==> config.mk <==
export PLATFORM = sky130hd
export DESIGN_NAME = branch_predict
export DESIGN_NICKNAME = d
export VERILOG_FILES = /design/src/rtl/branch_predict_pkg.sv /design/src/rtl/branch_predict_sat.sv /design/src/rtl/branch_predict.sv
export SDC_FILE = /design/constraint.sdc
export NUM_CORES = 1
export LEC_CHECK = 0
export BUFFER_PORTS_ARGS = -buffer_cell sky130_fd_sc_hd__buf_2
export CORE_ASPECT_RATIO = 1.75
export CORE_UTILIZATION = 60
export DETAILED_ROUTE_END_ITERATION = 8
export GPL_ROUTABILITY_DRIVEN = 0
export PLACE_DENSITY = 0.81
export SLEW_MARGIN = 20
export SYNTH_ARGS = -nofsm -noshare
export SYNTH_HDL_FRONTEND = slang
export SYNTH_SLANG_ARGS = --single-unit
==> constraint.sdc <==
create_clock -name clk -period 7.3 [get_ports clk]
set_input_delay 0.73 -clock clk [delete_from_list [all_inputs] [get_ports clk]]
set_output_delay 0.73 -clock clk [all_outputs]
set_load 0.005 [all_outputs]
==> src/rtl/branch_predict_pkg.sv <==
// Shared types and defaults for the gshare direction predictor.
// Holds counter encodings, table sizing and the stage metadata bundle.
package branch_predict_pkg;

  localparam int PHT_BITS_DEF = 6;
  localparam int GHR_BITS_DEF = 6;

  localparam logic [1:0] SNT = 2'b00;
  localparam logic [1:0] WNT = 2'b01;
  localparam logic [1:0] WT  = 2'b10;
  localparam logic [1:0] ST  = 2'b11;

  // Per-stage prediction bundle carried D -> E -> M.
  typedef struct packed {
    logic                    valid;
    logic                    pred;
    logic [PHT_BITS_DEF-1:0] idx;
  } meta_t;

endpackage

==> src/rtl/branch_predict_sat.sv <==
// sat_counter2: 2-bit saturating counter next-state function.
// Ports: cnt_i current count, take_i direction, cnt_o next count.
module sat_counter2
  import branch_predict_pkg::*;
(
  input  logic [1:0] cnt_i,
  input  logic       take_i,
  output logic [1:0] cnt_o
);

  always_comb begin
    cnt_o = cnt_i;
    if (take_i) begin
      if (cnt_i != ST) cnt_o = cnt_i + 2'd1;
    end else begin
      if (cnt_i != SNT) cnt_o = cnt_i - 2'd1;
    end
  end

endmodule

==> src/rtl/branch_predict.sv <==
// Gshare predictor: predicts in D, resolves and trains in M.
// Ports: clk/rst, pcD/branchD in, flushE/flushM from hazard unit,
// actual_takeM outcome; pred_takeD, pred_resM, branchM out.
// The metadata idx width comes from the package default PHT_BITS.
module branch_predict
  import branch_predict_pkg::*;
#(
  parameter int PHT_BITS = PHT_BITS_DEF,
  parameter int GHR_BITS = GHR_BITS_DEF
) (
  input  logic        clk,
  input  logic        rst,
  input  logic [31:0] pcD,
  input  logic        branchD,
  input  logic        flushE,
  input  logic        flushM,
  input  logic        actual_takeM,
  output logic        pred_takeD,
  output logic        pred_resM,
  output logic        branchM
);

  localparam int ENTRIES = 1 << PHT_BITS;

  logic [1:0]          pht_q [ENTRIES];
  logic [GHR_BITS-1:0] ghr_q;
  logic [GHR_BITS-1:0] ghr_d;
  meta_t               metaE_q, metaE_d;
  meta_t               metaM_q, metaM_d;
  meta_t               metaD;
  logic [PHT_BITS-1:0] idxD;
  logic [1:0]          cnt_d;
  logic                unused_pc;

  assign unused_pc = ^{pcD[31:PHT_BITS+2], pcD[1:0]};

  assign idxD       = pcD[PHT_BITS+1:2] ^ PHT_BITS'(ghr_q);
  assign pred_takeD = branchD & pht_q[idxD][1];

  assign branchM   = metaM_q.valid;
  assign pred_resM = metaM_q.valid & (metaM_q.pred != actual_takeM);

  // Flush wins over the incoming bundle: a flushed slot is a bubble.
  always_comb begin
    metaD.valid = branchD;
    metaD.pred  = pred_takeD;
    metaD.idx   = idxD;
    metaE_d     = flushE ? '0 : metaD;
    metaM_d     = flushM ? '0 : metaE_q;
    ghr_d       = {ghr_q[GHR_BITS-2:0], actual_takeM};
  end

  // Train with the index captured at predict time, not a fresh one.
  sat_counter2 u_sat (
    .cnt_i  (pht_q[metaM_q.idx]),
    .take_i (actual_takeM),
    .cnt_o  (cnt_d)
  );

  always_ff @(posedge clk) begin
    if (rst) begin
      for (int i = 0; i < ENTRIES; i++) pht_q[i] <= WNT;
      ghr_q   <= '0;
      metaE_q <= '0;
      metaM_q <= '0;
    end else begin
      metaE_q <= metaE_d;
      metaM_q <= metaM_d;
      if (metaM_q.valid) begin
        pht_q[metaM_q.idx] <= cnt_d;
        ghr_q              <= ghr_d;
      end
    end
  end

endmodule

==> impl_results.md, run 1 <==
* Critical path endpoint category: output pin
* Register area at 4290 sq um
* Post-synthesis instance area at 8140 sq um
* Pin count of the biggest net entering global routing at 81
* TritonRoute pass-1 iters at 6
* Prevailing post-synth register cell: edfxtp_1
* Final HPWL DP at 12800 microns
* Overflow left after global routing at 0
* # DRC at 0
* Worst skew pair latency at 0.42 ns
* Critical path cell sequence: xor2_2, mux4_2, mux4_2, mux2_2, o21ai_0, nor2_1, buf_2
* Initial antenna violation count at 0
* Synth Warn # at 0
* Die X-Extent at 90.0 microns
* PostCTS Resize Cnt at 0
* Biggest area consumer among synthesized cells: edfxtp_1
* Startpoint types: register
* Hold bufs inserted after CTS at 0
* Number of vias per cell at 6.65
* Leakage power at 2.69 nW
* Crit-path max FO at 11
* Vias in the first global route at 5945
* WL final at 20100 microns
* CP most frequent cell: mux4_2
* Slowest cell on the critical path: xor2_2
* Register area share after synthesis at 52.6%
* Arr. time, crit path at 3.25 ns
* Power Density at 225 nW/um^2
* Syn Area/Cell at 11.6 sq um
* Reg clk slew, reported paths at 0.06 ns
* I/O pins at 41
* Antenna Violating Nets Remaining at 0
* Total negative slack at 0 ns
* Maximum Capacitance Violations at 0
* Syn Inst Count at 702
* Largest cells by area after synthesis: edfxtp_1 47%, mux4_2 9.4%, dfxtp_1 5.4%, nor2_1 3.7%, nand2_1 3.6%
* Buf+Inv Stages, Crit Path at 1
* Final Skew at 0.00675 ns
* Highest Clock Rate at 251 MHz
* Area growth, synth to finish at 7.67%
* Status: complete, no violations
* Starting Density at 61.1%
* HP Start: metaE_q[7]
* Syn_nets at 740
* Fin nets at 721
* Slew Viols, Final at 0
* CTS Buf Count at 17
* CORE AREA at 13300 sq um
* Average wire per standard cell at 23.1 microns
* Seq cells post-synth at 150
* Cell family with most CP delay: multiplexers
* Least-Margin Pin Slew at 0.997 ns
* Initial drt markers at 733
* Hold Fails Final Rpt at 0
* Worst setup startpoint: ghr_q[2]
* FFs w/ async S/R, synth at 0%
* Die area at 14100 sq um
* Max_slew headroom at 33.5%
* Unrepaired setup endpoints after global routing: no
* Final setup fails at 0
* Die Ht at 156 microns
* Global-route wire length before repair at 31400 microns
* Multi-input logic area at 3480 sq um
* Cell area after layout at 8760 sq um
* Worst path required time at 6.57 ns
* Count of different cell masters after synthesis at 50
* Yosys top cell area share at 47.2%
* Placed cells at 838
* VDD IR-drop max at 148 uV
* CTS Buffer Depth at 2
* Clock tree from TritonCTS: done
* R2r startpoint: metaM_q[2]
* Diode count at 0
* Post-placement cell area at 8160 sq um
* Hold WC Path Type: register to register
* Post-layout min period at 3.98 ns
* Max stage delay on crit path at 0.79 ns
* Critical path class: register to output pin
* Site Rows at 56
* Vias at 5788
* GRT Util Overall at 29.9%
* Number of synthesized flops with an enable pin at 128
* Cell Count, Final, Fillers Out at 870
* Final critical-path share of the clock period at 54.6%
* Post-CTS Setup Inserts at 0
* Tot Pwr at 1.97 mW
* Max H-tree Level at 4
* Hold Slack at 0.423 ns
* Filler cell count at 942
* CTS Root Cell: clkbuf_16
* Share of cells above drive strength 1 at 25.0%
* Sinks on Clock Net at 150
* # port buffers at 14
## through the flow
| step | util, % | setup slack, ns |
|---|---|---|
| 2_1_floorplan | - | 3.83 |
| 3_3_place_gp | 61.2 | 3.42 |
| 3_5_place_dp | 61.3 | 3.40 |
| 4_1_cts | 65.7 | 3.36 |
| 5_1_grt | 65.8 | 3.22 |
| 6_report | 65.8 | 3.32 |
## synthesized netlist by cell type (2+ instances only)
cell type / count
a21oi_1: 3
a221oi_1: 8
a22oi_1: 10
and2_1: 11
and3_1: 5
and3b_1: 3
buf_1: 4
buf_2: 8
buf_4: 7
buf_6: 16
clkbuf_1: 30
dfxtp_1: 22
edfxtp_1: 128
inv_1: 3
inv_2: 2
maj3_2: 2
mux2_2: 10
mux2i_1: 21
mux4_2: 34
nand2_1: 79
nand2b_1: 39
nand3_1: 41
nand3b_1: 5
nor2_1: 80
nor2b_1: 11
nor3_1: 12
nor3_2: 28
nor3b_1: 4
nor4_1: 3
o211ai_1: 3
o21ai_0: 8
o22ai_1: 5
or2_2: 33
or3_1: 3
xor2_1: 6
## cell families after synthesis
| kind of cell | Yosys count | synth area share [%] |
|---|---|---|
| fa+ha+maj | 2 | 0.277 |
| mux | 65 | 13.4 |
| compound gates | 45 | 3.94 |
| flops | 150 | 52.6 |
| simple gates | 363 | 23.9 |
| buf+inv | 70 | 5.15 |
| xor+xnor | 7 | 0.753 |
## registers in the layout, indices dropped and copies added, names as in the netlist
name,cells
pht_q,128
metaE_q,8
metaM_q,7
ghr_q,6
branchM,1
## path summary, 6_finish.rpt
| check | slack, ns | to | cells after the start |
|---|---|---|---|
| max | 3.32 | pred_takeD | 7 |
| min | 0.42 | branchM | 1 |
| max reg2reg | 3.36 | pht_q[33][0] | 9 |
| min reg2reg | 0.42 | branchM | 1 |
## area by class of cell
class                      instances  area share [%]
timing repair buffer              27            1.91
inverter                           5           0.214
clock buffer                      18            4.90
sequential                       150            48.9
multi-input combinational        482            39.8
tap                              174            2.48
clock inverter                    14            1.81
## cell usage in the layout, fill, tap and decap left out, drive strengths merged, types with 2 or more instances in the layout
cell type and instances:
or2 33, xor2 6, edfxtp 128, o22ai 5, a22oi 10, nor3b 4
mux2 10, nor2b 12, nand3 41, mux2i 21, dfxtp 22, maj3 2
buf 27, clkinvlp 3, mux4 34, bufinv 3, nand3b 5, nor2 80
and3 5, or3 3, and3b 3, nor4 3, clkinv 7, nand2 79
clkbuf 18, a21oi 3, o21ai 8, o211ai 3, inv 6, nor3 40
and2 11, a221oi 8, nand2b 39
## power breakdown
group          total [mW]  switching (mW)  leakage [nW]  internal, mW
Combinational       0.135          0.0853          1.14        0.0498
Clock               0.881           0.348         0.276         0.534
Sequential          0.953          0.0113          1.28         0.942
## per-layer routing
metal	track usage, %	vias to the layer above	wire length (microns)
li1	-	2500	-
met1	32.9	2815	6450
met2	52.2	363	10600
met3	5.36	110	1700
met4	20.8	0	1290
met5	0	-	0
Note: power is estimated with default switching activity, not from simulation.
==> inputs of run 2 (changes only) <==
--- a/config.mk
+++ b/config.mk
@@ -7,10 +7,10 @@
 export LEC_CHECK = 0
 export BUFFER_PORTS_ARGS = -buffer_cell sky130_fd_sc_hd__buf_2
 export CORE_ASPECT_RATIO = 1.75
-export CORE_UTILIZATION = 60
+export CORE_UTILIZATION = 56
 export DETAILED_ROUTE_END_ITERATION = 8
 export GPL_ROUTABILITY_DRIVEN = 0
-export PLACE_DENSITY = 0.81
+export PLACE_DENSITY = 0.8
 export SLEW_MARGIN = 20
 export SYNTH_ARGS = -nofsm -noshare
 export SYNTH_HDL_FRONTEND = slang
==> constraint.sdc (replaced) <==
create_clock -name clk -period 3.21 [get_ports clk]
set_input_delay 0.321 -clock clk [delete_from_list [all_inputs] [get_ports clk]]
set_output_delay 0.321 -clock clk [all_outputs]
set_load 0.005 [all_outputs]
==> run 2 against run 1 <==
The run now ends with negative setup slack left. Sequential share of layout area shrank 1.6 points. Die area increased by 7.0%. Power grew 120%. Routed wire length is 7.3% higher. Combinational power grew to 2.6 times the previous value. Count of clock-buffer cells in the layout is 1 lower. Largest power group unchanged. Utilization shrank 1.3 points.
==> impl_results.md, run 2 (synthesized netlist as in run 1, its figures left out) <==
* Average wire per standard cell at 23.7 microns
* GRT Util Overall at 30.4%
* Vias at 5974
* Final Skew at 0.0104 ns
* Status: finished, violations left
* Final setup fails at 1
* Tot Pwr at 4.37 mW
* Highest Clock Rate at 307 MHz
* CTS Root Cell: clkbuf_16
* Failing checks: negative setup slack
* Post-layout min period at 3.26 ns
* Worst skew pair latency at 0.43 ns
* Slew Viols, Final at 0
* CTS Buf Count at 17
* Setup ws final at -0.0487 ns
* Vias in the first global route at 6340
* Most common cell after layout, fill and taps aside: edfxtp_1
* Die area at 15000 sq um
* Unrepaired setup endpoints after global routing: yes
* Layout Utilization at 64.5%
* Max_slew headroom at 54.9%
* Critical path endpoint category: output pin
* Final critical-path share of the clock period at 102%
* Leakage power at 2.90 nW
* Critical path class: register to output pin
* Maximum Capacitance Violations at 0
* # port buffers at 14
* CTS Buffer Depth at 2
* Pin count of the biggest net entering global routing at 45
* Max H-tree Level at 4
* Cell area after layout at 9070 sq um
* VDD IR-drop max at 239 uV
* Antenna Violating Nets Remaining at 0
* Post-placement cell area at 8430 sq um
* I/O pins at 41
* Die X-Extent at 93.1 microns
* Arr. time, crit path at 2.94 ns
* Cell Count, Final, Fillers Out at 908
* Diode count at 0
* TritonRoute pass-1 iters at 7
* Overflow left after global routing at 0
* Fin nets at 756
* Starting Density at 57.9%
* Clock tree from TritonCTS: done
* Worst path required time at 2.89 ns
* WL final at 21500 microns
* Global-route wire length before repair at 33300 microns
* Startpoint types: register
* Top reg by flops: pht_q
* Crit-path max FO at 5
* # DRC at 0
* Final HPWL DP at 14400 microns
* CORE AREA at 14000 sq um
* Most frequent cells in the layout: 128 x edfxtp_1, 80 x nor2_1, 79 x nand2_1
* Die Ht at 161 microns
* Sinks on Clock Net at 150
* Largest regs: pht_q (128), metaE_q (8), metaM_q (7)
* Hold Fails Final Rpt at 0
* Number of vias per cell at 6.58
* Placed cells at 870
* Least-Margin Pin Slew at 0.675 ns
* Hold WC Path Type: input pin to register
* Max FFs per register at 128
* Power Density at 482 nW/um^2
* Share of cells above drive strength 1 at 28.7%
* Area growth, synth to finish at 11.4%
* Site Rows at 57
* Initial drt markers at 607
* Reg clk slew, reported paths at 0.06 ns
* Pre-CTS WS at 0.202 ns
* Initial antenna violation count at 0
run 2: changes by cell type in the layout (fill, tap and decap cells not counted), moves of 3 or more:
| cell | change |
|---|---|
| clkinv_1 | -4 |
| bufinv_16 | -3 |
| buf_12 | +7 |
| clkinvlp_4 | -3 |
| buf_4 | +27 |
| inv_6 | +4 |
| xor2_2 | -3 |
| inv_4 | +5 |
run 2: area by class of cell:
type | count | area, sq um
Fill cell | 956 | 4980
Clock inverter | 15 | 115
Sequential cell | 150 | 4290
Tap cell | 177 | 221
Inverter | 5 | 18.8
Clock buffer | 17 | 425
Multi-Input combinational cell | 482 | 3470
Timing Repair Buffer | 62 | 522
run 2: final timing paths:
path,from,to,slack [ns],cells after the start
setup / recovery,ghr_q[0],pred_takeD,-0.05,10
hold / removal,branchD,metaE_q[7],0.21,3
setup reg to reg,metaM_q[2],pht_q[28][1],0.22,9
hold reg to reg,metaE_q[2],metaM_q[2],0.43,1
run 2: worst max-delay path, cell delays in order (launching register included):
cell and delay (ns):
dfxtp_4 0.37, xor2_4 0.22, buf_12 0.18, buf_12 0.12, mux4_2 0.54, mux4_2 0.51, mux2i_1 0.17, nand2_1 0.10
o21ai_2 0.11, nor2_1 0.06, buf_2 0.12
run 2: what timing repair did:
item                                    in CTS  in global routing
setup buffers                                5                  1
endpoints found under the hold margin        0                  0
cloned                                       1                  0
pin swaps                                    2                  0
endpoints found under the setup margin       1                  8
hold buffers                                 0                  0
resized for setup                            8                  1
run 2: power by group:
group	switching, mW	leakage [nW]	internal [mW]	total (mW)
clock network	0.840	0.280	1.01	1.85
logic	0.208	1.34	0.149	0.357
registers	0.0285	1.28	2.14	2.17
run 2: metrics by stage:
step                      setup TNS [ns]  hold slack [ns]
final                            -0.0487            0.208
after global routing              -0.121            0.235
after CTS                              0            0.198
after detailed placement               0            0.415
after global placement                 0            0.411
after floorplan                        0            0.406
run 2: routing by layer:
layer	wire (microns)	global-route usage [%]	part of all wire, %	up-vias
li1	-	-	-	2572
met1	6760	31.0	31	2872
met2	11300	52.1	53	402
met3	1810	6.50	8.4	128
met4	1650	25.4	7.7	0
met5	0	0	0	-
==> inputs of run 3 (changes only) <==
--- a/config.mk
+++ b/config.mk
@@ -7,10 +7,10 @@
 export LEC_CHECK = 0
 export BUFFER_PORTS_ARGS = -buffer_cell sky130_fd_sc_hd__buf_2
 export CORE_ASPECT_RATIO = 1.75
-export CORE_UTILIZATION = 56
+export CORE_UTILIZATION = 60
 export DETAILED_ROUTE_END_ITERATION = 8
 export GPL_ROUTABILITY_DRIVEN = 0
-export PLACE_DENSITY = 0.8
+export PLACE_DENSITY = 0.81
 export SLEW_MARGIN = 20
 export SYNTH_ARGS = -nofsm -noshare
 export SYNTH_HDL_FRONTEND = slang
==> constraint.sdc (replaced) <==
create_clock -name clk -period 3.9 [get_ports clk]
set_input_delay 0.39 -clock clk [delete_from_list [all_inputs] [get_ports clk]]
set_output_delay 0.39 -clock clk [all_outputs]
set_load 0.005 [all_outputs]
==> run 3 against run 2 <==
The flow now finishes without violations. Largest power group unchanged. Final cell count down 2.6%. Global-route usage about the same. Clock power down 7%.
==> impl_results.md, run 3 (synthesized netlist as in run 1, its figures left out) <==
* Status: complete, no violations
* Net Sw Frac at 22.2%
* Number of vias per cell at 6.73
* VDD IR-drop max at 314 uV
* Buf+Inv Stages, Crit Path at 2
* Sinks on Clock Net at 150
* Hold WC Path Type: input pin to register
* Worst path required time at 3.51 ns
* Filler cell count at 938
* Vias at 5951
* I/O pins at 41
* CTS Buffer Depth at 2
* Die Ht at 156 microns
* Global-route wire length before repair at 31700 microns
* Die area at 14100 sq um
* Least-Margin Pin Slew at 0.765 ns
* Crit-path max FO at 14
* Share of cells above drive strength 1 at 25.9%
* Slew Viols, Final at 0
* # port buffers at 14
* Hold Path Stages at 3
* Antenna Violating Nets Remaining at 0
* Highest Clock Rate at 283 MHz
* Top reg by flops: pht_q
* Cell Int Power at 2.94 mW
* Leakage power at 2.78 nW
* Switching power at 0.838 mW
* CP most frequent cell: mux4_2
* Hold Fails Final Rpt at 0
* Startpoint types: register
* GRT Util Overall at 30.4%
* Starting Density at 61.1%
* Overflow left after global routing at 0
* Worst skew pair latency at 0.42 ns
* Die X-Extent at 90.0 microns
* Most frequent cells in the layout: 128 x edfxtp_1, 80 x nor2_1, 79 x nand2_1
* Pin count of the biggest net entering global routing at 65
* Register area at 4290 sq um
* TritonRoute pass-1 iters at 6
* Final critical-path share of the clock period at 90.6%
* Max FFs per register at 128
* Initial antenna violation count at 0
* Clock Power Share at 45.7%
* Critical path cell sequence: xor2_2, buf_4, mux4_2, mux4_2, mux2_2, o21ai_0, nor2_1, buf_2
* Layout Utilization at 66.9%
* Total negative slack at 0 ns
* Unrepaired setup endpoints after global routing: no
* Multi-input logic area at 3450 sq um
* Post-CTS Setup Inserts at 0
* WL final at 20700 microns
* FF-to-FF path depth at 8
* # DRC at 0
* PostCTS Resize Cnt at 0
* Max_slew headroom at 48.8%
* WP depth at 8
* Seq pwr share at 47.4%
* Diode count at 0
* Most common cell after layout, fill and taps aside: edfxtp_1
* Fin nets at 735
* Clock tree from TritonCTS: done
* Post-layout min period at 3.53 ns
* CTS Buf Count at 17
* CORE AREA at 13300 sq um
* Site Rows at 56
* Critical path class: register to output pin
* Final HPWL DP at 13600 microns
* Max stage delay on crit path at 0.61 ns
* Max H-tree Level at 4
* Area growth, synth to finish at 9.38%
* Arr. time, crit path at 3.14 ns
* Slowest cell on the critical path: mux4_2
* Maximum Capacitance Violations at 0
* Average wire per standard cell at 23.5 microns
* Initial drt markers at 775
* Final setup fails at 0
* Cell family with most CP delay: multiplexers
* Critical path endpoint category: output pin
* Reg clk slew, reported paths at 0.06 ns
* Combinational share of power at 7.0%
* Power Density at 424 nW/um^2
* CTS Root Cell: clkbuf_16
* Final Skew at 0.0102 ns
* Vias in the first global route at 5969
* Largest regs: pht_q (128), metaE_q (8), metaM_q (7)
* Hold bufs inserted after CTS at 0
-- run 3: cell types whose count changed in the layout (fill, tap and decap cells not counted), sizes merged --
cell,before,now
buf,62,41
inv,18,6
bufinv,0,4
clkbuf,17,20
clkinvlp,0,3
clkinv,2,4
-- run 3: final cells by class --
| cell class | count | share of cell area, % |
|---|---|---|
| Sequential cell | 150 | 48.2 |
| Multi-Input combinational cell | 482 | 38.8 |
| Clock buffer | 20 | 4.91 |
| Timing Repair Buffer | 41 | 3.49 |
| Tap cell | 174 | 2.45 |
| Clock inverter | 12 | 2.00 |
| Inverter | 5 | 0.211 |
-- run 3: worst reg2reg max path, cell delays in order (launching register included) --
cell and delay (ns):
dfxtp_2 0.74, nor2b_1 0.35, a221oi_1 0.38, o22ai_1 0.15, a221oi_1 0.51, and4b_1 0.32
maj3_2 0.24, buf_12 0.29, nand3_1 0.18
-- run 3: power groups by stage --
| stage | Combinational [mW] | Clock, mW | Sequential, mW |
|---|---|---|---|
| global placement | 0.246 | 0 | 1.82 |
| finish | 0.263 | 1.72 | 1.79 |
| CTS | 0.258 | 1.72 | 1.79 |
| floorplan | 0.212 | 0 | 1.80 |
| global route | 0.275 | 1.78 | 1.79 |
| detailed placement | 0.256 | 0 | 1.82 |
-- run 3: worst paths after layout --
| kind | startpoint | endpoint | slack (ns) |
|---|---|---|---|
| max | ghr_q[0] | pred_takeD | 0.37 |
| min | branchD | metaE_q[7] | 0.23 |
| max reg2reg | metaM_q[1] | pht_q[12][0] | 0.46 |
| min reg2reg | metaE_q[6] | metaM_q[6] | 0.43 |
-- run 3: metrics by stage --
step / instances / power [mW] / hold WS (ns) / setup WS, ns / area [sq um]
after global routing: 884 / 3.85 / 0.257 / 0.272 / 8900
after floorplan: 702 / 2.02 / 0.406 / 1.11 / 8140
after CTS: 884 / 3.77 / 0.230 / 0.354 / 8900
after global placement: 852 / 2.06 / 0.411 / 0.753 / 8290
final: 884 / 3.77 / 0.234 / 0.367 / 8900
after detailed placement: 852 / 2.08 / 0.418 / 0.710 / 8290
-- run 3: metal layers --
layer	vias up	part of all wire, %	global-route usage [%]
li1	2529	-	-
met1	2861	31	32.6
met2	461	53	53.7
met3	100	9.8	6.14
met4	0	6.4	20.9
met5	-	0	0
